===== config.mk =====
export PLATFORM = sky130hd
export DESIGN_NAME = ram_master_ctrl
export DESIGN_NICKNAME = d
export VERILOG_FILES = /design/src/rtl/ram_master_ctrl.sv
export SDC_FILE = /design/constraint.sdc
export NUM_CORES = 1
export LEC_CHECK = 0
export BUFFER_PORTS_ARGS = -buffer_cell sky130_fd_sc_hd__buf_2
export CORE_UTILIZATION = 45
export CTS_CLUSTER_SIZE = 30
export DETAILED_ROUTE_END_ITERATION = 7
export PLACE_DENSITY = 0.76
export REMOVE_ABC_BUFFERS = 1
export SLEW_MARGIN = 20
export SYNTH_ARGS = -nofsm -noshare
export SYNTH_HDL_FRONTEND = slang
export SYNTH_SLANG_ARGS = --single-unit

===== constraint.sdc =====
create_clock -name iRMC_CLK -period 2.66 [get_ports iRMC_CLK]
set_clock_uncertainty 0.1 [all_clocks]
set_input_delay 0.399 -clock iRMC_CLK [delete_from_list [all_inputs] [get_ports iRMC_CLK]]
set_output_delay 0.399 -clock iRMC_CLK [all_outputs]
set_load 0.01 [all_outputs]

===== src/rtl/ram_master_ctrl.sv =====
// LSU-to-RAM master: byte-addressed load/store requests onto a 256x32 word RAM port,
// with read-modify-write for sub-word stores. Optional error checks under RMC_ERR_CHECK_EN.
module ram_master_ctrl #(
    parameter logic [31:0] BASE_ADDR = 32'h0000_0000,
    parameter int unsigned ADDR_W    = 8
) (
    input  logic              iRMC_CLK,
    input  logic              iRMC_RST,
    input  logic              iREQ_VALID,
    output logic              oREQ_READY,
    input  logic              iREQ_WE,
    input  logic [1:0]        iREQ_SIZE,
    input  logic              iREQ_UNSIGNED,
    input  logic [31:0]       iREQ_ADDR,
    input  logic [31:0]       iREQ_WDATA,
    output logic              oRSP_VALID,
    input  logic              iRSP_READY,
    output logic [31:0]       oRSP_RDATA,
    output logic              oRSP_ERR,
    output logic              oRAM_CE,
    output logic              oRAM_RD,
    output logic              oRAM_WR,
    output logic [ADDR_W-1:0] oRAM_ADDR,
    output logic [31:0]       oRAM_DATA,
    input  logic [31:0]       iRAM_DATA
);

    typedef enum logic [1:0] {StIdle, StRead, StWrite, StResp} state_e;

    localparam logic [1:0] SzByte = 2'b00;
    localparam logic [1:0] SzHalf = 2'b01;
    localparam logic [1:0] SzWord = 2'b10;

    state_e            state_q, state_d;
    logic              we_q, we_d;
    logic [1:0]        size_q, size_d;
    logic              uns_q, uns_d;
    logic [1:0]        lane_q, lane_d;
    logic [ADDR_W-1:0] ram_addr_q, ram_addr_d;
    logic [31:0]       ram_data_q, ram_data_d;
    logic [31:0]       rsp_rdata_q, rsp_rdata_d;
    logic              rsp_err_q, rsp_err_d;

    logic [31:0] off;
    logic [1:0]  req_size;
    logic        req_err;
    logic        unused_off;

    function automatic logic [31:0] load_extract(input logic [31:0] w, input logic [1:0] sz,
                                                 input logic [1:0] lane, input logic uns);
        logic [7:0]  b;
        logic [15:0] h;
        logic [31:0] r;
        b = w[{lane, 3'b000} +: 8];
        h = w[{lane[1], 4'b0000} +: 16];
        case (sz)
            SzByte:  r = uns ? {24'd0, b} : {{24{b[7]}}, b};
            SzHalf:  r = uns ? {16'd0, h} : {{16{h[15]}}, h};
            default: r = w;
        endcase
        return r;
    endfunction

    function automatic logic [31:0] store_merge(input logic [31:0] w, input logic [31:0] wd,
                                                input logic [1:0] sz, input logic [1:0] lane);
        logic [31:0] r;
        r = w;
        case (sz)
            SzByte:  r[{lane, 3'b000} +: 8] = wd[7:0];
            SzHalf:  r[{lane[1], 4'b0000} +: 16] = wd[15:0];
            default: r = wd;
        endcase
        return r;
    endfunction

    assign off        = iREQ_ADDR - BASE_ADDR;
    assign unused_off = ^{off[31:ADDR_W+2], off[1:0]};
    // Illegal size 11 behaves as a word access when checks are disabled.
    assign req_size   = (iREQ_SIZE == 2'b11) ? SzWord : iREQ_SIZE;

`ifdef RMC_ERR_CHECK_EN
    logic [32:0] addr_ext, base_ext, limit_ext;
    logic        in_win, misaligned;

    // 33-bit compare so an address near the top of memory cannot wrap into the window.
    assign addr_ext   = {1'b0, iREQ_ADDR};
    assign base_ext   = {1'b0, BASE_ADDR};
    assign limit_ext  = base_ext + (33'd4 << ADDR_W);
    assign in_win     = (addr_ext >= base_ext) && (addr_ext < limit_ext);
    assign misaligned = ((iREQ_SIZE == SzHalf) && iREQ_ADDR[0]) ||
                        ((iREQ_SIZE == SzWord) && (iREQ_ADDR[1:0] != 2'b00));
    assign req_err    = !in_win || misaligned || (iREQ_SIZE == 2'b11);
`else
    assign req_err    = 1'b0;
`endif

    always_comb begin
        state_d     = state_q;
        we_d        = we_q;
        size_d      = size_q;
        uns_d       = uns_q;
        lane_d      = lane_q;
        ram_addr_d  = ram_addr_q;
        ram_data_d  = ram_data_q;
        rsp_rdata_d = rsp_rdata_q;
        rsp_err_d   = rsp_err_q;
        case (state_q)
            StIdle: begin
                if (iREQ_VALID) begin
                    we_d        = iREQ_WE;
                    size_d      = req_size;
                    uns_d       = iREQ_UNSIGNED;
                    lane_d      = iREQ_ADDR[1:0];
                    rsp_rdata_d = 32'd0;
                    if (req_err) begin
                        rsp_err_d = 1'b1;
                        state_d   = StResp;
                    end else begin
                        rsp_err_d  = 1'b0;
                        ram_addr_d = off[ADDR_W+1:2];
                        ram_data_d = iREQ_WDATA;
                        state_d    = (!iREQ_WE || req_size != SzWord) ? StRead : StWrite;
                    end
                end
            end
            StRead: begin
                if (we_q) begin
                    // ram_data_q still holds the right-aligned store data here.
                    ram_data_d = store_merge(iRAM_DATA, ram_data_q, size_q, lane_q);
                    state_d    = StWrite;
                end else begin
                    rsp_rdata_d = load_extract(iRAM_DATA, size_q, lane_q, uns_q);
                    state_d     = StResp;
                end
            end
            StWrite: state_d = StResp;
            StResp: begin
                if (iRSP_READY) begin
                    rsp_rdata_d = 32'd0;
                    rsp_err_d   = 1'b0;
                    state_d     = StIdle;
                end
            end
            default: state_d = StIdle;
        endcase
    end

    always_ff @(posedge iRMC_CLK) begin
        if (iRMC_RST) begin
            state_q     <= StIdle;
            we_q        <= 1'b0;
            size_q      <= SzByte;
            uns_q       <= 1'b0;
            lane_q      <= 2'b00;
            ram_addr_q  <= '0;
            ram_data_q  <= 32'd0;
            rsp_rdata_q <= 32'd0;
            rsp_err_q   <= 1'b0;
        end else begin
            state_q     <= state_d;
            we_q        <= we_d;
            size_q      <= size_d;
            uns_q       <= uns_d;
            lane_q      <= lane_d;
            ram_addr_q  <= ram_addr_d;
            ram_data_q  <= ram_data_d;
            rsp_rdata_q <= rsp_rdata_d;
            rsp_err_q   <= rsp_err_d;
        end
    end

    assign oREQ_READY = (state_q == StIdle);
    assign oRSP_VALID = (state_q == StResp);
    assign oRSP_RDATA = rsp_rdata_q;
    assign oRSP_ERR   = rsp_err_q;
    // Strobes are gated by reset so a reset landing in a WRITE cycle cannot corrupt the RAM.
    assign oRAM_RD    = (state_q == StRead) & ~iRMC_RST;
    assign oRAM_WR    = (state_q == StWrite) & ~iRMC_RST;
    assign oRAM_CE    = oRAM_RD | oRAM_WR;
    assign oRAM_ADDR  = ram_addr_q;
    assign oRAM_DATA  = ram_data_q;

endmodule

Word level (Yosys, flattened, before mapping)
Cells that the tools add are included.
{"block": "classes", "n_addsub": 2, "n_eq_ne": 11, "n_shift": 6, "n_mux": 22, "bitwise": 4, "reduce_logical": 12}
{"op": "two-way mux 32 bit", "n": 7}
{"op": "one-hot mux 32 bit (2 select lines)", "n": 3}
{"op": "one-hot mux 32 bit (3 select lines)", "n": 1}
{"op": "bitwise mux 32 bit", "n": 2}
{"op": "variable shift 16 x 7 -> 32 bit, first input constant", "n": 1}
{"op": "variable shift 8 x 7 -> 32 bit, first input constant", "n": 1}
{"op": "variable part select 16 x 7 -> 32 bit", "n": 1}
{"op": "variable part select 32 x 6 -> 16 bit", "n": 1}
{"op": "variable part select 32 x 6 -> 8 bit", "n": 1}
{"op": "variable part select 8 x 7 -> 32 bit", "n": 1}
{"op": "negation 5 -> 7 bit", "n": 2}
{"op": "two-way mux 2 bit", "n": 4}
{"op": "!= test 2 bit, second input constant", "n": 4}
{"op": "one-hot mux 2 bit (4 select lines)", "n": 1}
{"op": "AND reduction 4 bit", "n": 2}
{"op": "equality test 2 bit, second input constant", "n": 3}
{"op": "equality test 2 x 1 -> 1 bit, second input constant", "n": 2}
{"op": "zero test 2 bit", "n": 2}
{"op": "AND reduction 2 bit", "n": 2}
{"op": "nonzero test 2 bit", "n": 2}
{"op": "two-way mux 1 bit", "n": 3}
{"op": "!= test 3 x 1 -> 1 bit, second input constant", "n": 1}
{"op": "AND reduction 3 bit", "n": 1}
{"op": "nonzero test 3 bit", "n": 1}
{"op": "7 further kinds", "n": 8}
{"block": "word_totals", "register_bits": 81, "out_inout_bits": 78, "elab_cells": 66}

Depth between registers and ports, before layout
{"block": "depth", "ltp_word": 7, "depth_mapped": 9, "depth_no_buf": 6}

Worst setup path before layout
OpenSTA, ideal clock, no wires.
{"block": "synth_timing", "path_kind": "register to register", "startpoint": "register lane_q[0]", "endpoint": "register ram_data_q[27] (netlist: oRAM_DATA[27])", "setup_ps": 91, "t_arrival_ps": 2155, "required_ps": 2469, "slack_ps": 314, "stages_incl_launch_ff": 9, "path_buffers": 2, "cell_sequence": "dfxtp_1 > clkbuf_1 > clkbuf_1 > inv_1 > ha_1 > nor3b_1 > and3_1 > o21ai_0 > a311oi_1"}
{"block": "synth_via", "elab_chain_len": 6}
{"item": "start, declared", "line": "38", "source": "logic [1:0] lane_q, lane_d;"}
{"item": "start signal, assigned", "line": "164", "source": "lane_q <= lane_d;"}
{"item": "negation 5 -> 7 bit *", "line": "69", "source": "SzByte: r[{lane, 3'b000} +: 8] = wd[7:0];"}
{"item": "variable part select 8 x 7 -> 32 bit / variable shift 8 x 7 -> 32 bit (equally long branches)", "line": "69"}
{"item": "bitwise mux 32 bit *", "line": "69"}
{"item": "one-hot mux 32 bit (2 select lines) *", "line": "68", "source": "case (sz)"}
{"item": "two-way mux 32 bit *", "line": "127", "source": "if (we_q) begin"}
{"item": "one-hot mux 32 bit (2 select lines) *", "line": "107", "source": "case (state_q)"}
{"item": "end signal, assigned", "line": "166", "source": "ram_data_q <= ram_data_d;"}
{"item": "end, declared", "line": "40", "source": "logic [31:0] ram_data_q, ram_data_d;"}
Mark *: on every way between the ends. The rest lies on a longest branch, timed or not. The select of a mux whose other input is x is not followed.
A chain may end at the register's enable or synchronous reset.

Worst setup path in the final report
{"block": "layout_timing", "startpoint": "register state_q[0]", "endpoint": "register rsp_rdata_q[18] (netlist: oRSP_RDATA[18])"}
{"block": "layout_via", "elab_chain_len": 3}
{"item": "start, declared", "line": "34", "source": "state_e state_q, state_d;"}
{"item": "start signal, assigned", "line": "150", "source": "state_q <= StIdle;"}
{"item": "start signal, assigned", "line": "160", "source": "state_q <= state_d;"}
{"item": "equality test 2 x 1 -> 1 bit (tied with other cells)", "line": "107"}
{"item": "!= test 2 bit (no source line) (tied with other cells)"}
{"item": "AND reduction 4 bit (no source line)"}
{"item": "end signal, assigned", "line": "167", "source": "rsp_rdata_q <= rsp_rdata_d;"}
{"item": "end, declared", "line": "41", "source": "logic [31:0] rsp_rdata_q, rsp_rdata_d;"}
Parallel ways exist; a longest one is shown, timed or not.

==> results_dict.tcl <==
set metrics [dict create \
    r2r_start "state_q[0]" \
    drive_above_1_share_pct 30.8 \
    firstDrtPassIters 5 \
    cts.repair.resized 0 \
    nets 804 \
    final_cell_mix "buf_2, dfxtp_1, a21oi_1" \
    overflow 0 \
    cp.arrival_ns 2.54 \
    portBuffers 158 \
    relSlewSlack_pct 56.4 \
    syn_area_um2 4510 \
    cts-buffers-inserted 9 \
    yosys-top-cells-area "dfxtp_1, a21oi_1, nor2b_1" \
    cts_tree "done" \
    status "complete, no violations" \
    antenna_found_initial 0 \
    drt_iter0_markers 254 \
    rr_endpoint "oRSP_RDATA[18]" \
    regToRegSetupSlack_ns 0.32 \
    synth_top_area_share_pct 35.5 \
    finalCritPeriodShare_pct 88.0 \
    cp_top_family "simple AND/OR/NAND/NOR gates" \
    post_cts_buffers 0 \
    holdPathEnd "oRAM_ADDR[2]" \
    total_power_uw 5590 \
    cts_hold_buf 0 \
    vias 4849 \
    holdPathStages 3 \
    synth-edff-count 0 \
    critical_path_class "flip-flop to flip-flop" \
    tightest_slew_ns 0.653 \
    yosys_warnings 0 \
    die_h_um 102 \
    finalMaxSlewViolations 0 \
    worstPathMaxFanout 16 \
    drv_cap 0 \
    grt_usage_pct 28.8 \
    yosysSeqAreaShare_pct 35.5 \
    ys_seq_elements 80 \
    start_util_pct 46.3 \
    utilization_pct 58.3 \
    critPathLaunchType "flip-flop" \
    vias_per_cell 5.86 \
    top_level_ports 182 \
    synth_cell_types 47 \
    synth_top_cell_by_area "dfxtp_1" \
    ir_drop_mv 0.752 \
    grt_start_max_net_pins 51 \
    path_clk_slew_ns 0.09 \
    syn_area_per_cell_um2 8.24 \
    rows 36 \
    clockBufferDepth 2 \
    h-tree-depth 3 \
    final_common_cell "buf_2" \
    hp-start "iREQ_ADDR[4]" \
    worstSkewPairLatency_ns 0.36 \
    setup_viol 0 \
    layout_min_cycle_time_ns 2.34 \
    crit_path_end_kind "flip-flop" \
    drc_errors 0 \
    worstPathRequired_ns 2.86 \
    netlist_instances 547 \
    holdWs_ns 0.171 \
    place_congestion 0.912 \
    finalNonFillerCells 828 \
    totalWireLength_um 15000 \
    syn_to_final_growth_pct 25.8 \
    cts-root-buf "clkbuf_8" \
    cts.sinks 80 \
    dieArea_um2 10400 \
    p_leak_uw 0.00253 \
    path_buf_inv 1 \
    grt_pass1_wl_um 23000 \
    die_w_um 102 \
    rsz0062_at_grt "no" \
    grt_pass1_vias 4454 \
    holdCritPathClass "input port to flip-flop" \
    place_inst 813 \
    wire_per_inst_um 18.1 \
    core-area_um2 9730 \
    finalHoldViolations 0 \
    async_reset_ff_share_pct 0 \
    ant_nets 0 \
    ys.flop_type "dfxtp_1" \
    num_antenna_cells 0 \
    path_cells "inv_1, ha_1, and2b_4, nor4b_4, and2_1, a221o_1" \
    critPathMaxStageDelay_ns 0.56 \
    post-dp-hpwl_um 11000 \
    worst_path_max_delay_cell "and2_1" \
    rr_worst_depth 6 \
    power.density_nw_per_um2 986 \
    fmax_ghz 0.427 \
]
-- worst min-delay path: cells and delay by family --
family	cells	cell delay [ns]
AND/OR/NAND/NOR	1	0.05
AO/OA/AOI/OAI	1	0.05
buffers and inverters	1	0.10
-- registers in the layout, summed over array words and instances (netlist names) --
name and flops:
we_q 1, uns_q 1, state_q 2, oRSP_RDATA 32, oRAM_DATA 32, lane_q 2
size_q 2, oRAM_ADDR 8
-- final cells by class --
cell class	instances	area, µm²
fillers	912	4060
multi-input cells	407	2670
flip-flops and latches	80	1600
repair buffers	179	961
well taps	133	166
clock buffers	10	138
clock inverters	5	81.3
inverters	14	52.6
-- kinds of logic (layout without fill, tap and decap cells) --
| group | Yosys count | in the layout | synth area share [%] |
|---|---|---|---|
| AOI/OAI and AO/OA | 195 | 195 | 30.1 |
| and+or+nand+nor | 190 | 190 | 22.9 |
| DFF | 80 | 80 | 35.5 |
| buffers and inverters | 60 | 208 | 5.66 |
| muxes | 12 | 12 | 3.19 |
| adders and majority gates | 9 | 9 | 2.50 |
| other | 1 | 1 | 0.0832 |
-- synth_stat cells, drive strengths merged, types with 14 or more instances --
| cell | instances |
|---|---|
| a221o | 16 |
| inv | 14 |
| a311oi | 17 |
| nor2 | 28 |
| nor2b | 44 |
| dfxtp | 80 |
| and3 | 16 |
| a21oi | 73 |
| buf | 14 |
| clkbuf | 32 |
| o21ai | 26 |
| nand2 | 59 |
-- power by group --
part           switching (µW)  internal (µW)
logic                    1650           1100
registers                 277           1530
clock network             475            549
total                    2410           3180
-- metrics by stage --
step	cell area, µm²	setup slack [ns]	TNS [ns]
2_1_floorplan	4300	-1.16	-43.55
3_3_place_gp	5450	0.473	0
3_5_place_dp	5450	0.351	0
4_1_cts	5670	0.328	0
5_1_grt	5670	0.153	0
6_report	5670	0.320	0
-- worst max path at each step --
stage	startpoint	to	slack, ns	cells past startpoint
4_1_cts	state_q[0]	oRSP_RDATA[18]	0.33	6
2_1_floorplan	state_q[1]	oRAM_DATA[0]	-1.16	6
5_1_grt	state_q[0]	oRSP_RDATA[18]	0.15	6
3_5_place_dp	state_q[0]	oRSP_RDATA[18]	0.35	6
6_report	state_q[0]	oRSP_RDATA[18]	0.32	6
3_3_place_gp	state_q[0]	oRSP_RDATA[20]	0.47	6
-- per-layer routing --
metal / up-vias / global-route usage [%] / part of all wire (%)
met5: - / 0 / 0
met4: 0 / 11.2 / 3.1
li1: 2282 / - / -
met1: 2288 / 37.1 / 43
met2: 250 / 47.6 / 46
met3: 29 / 5.27 / 8.2
Power figures use the tool's default switching activity.
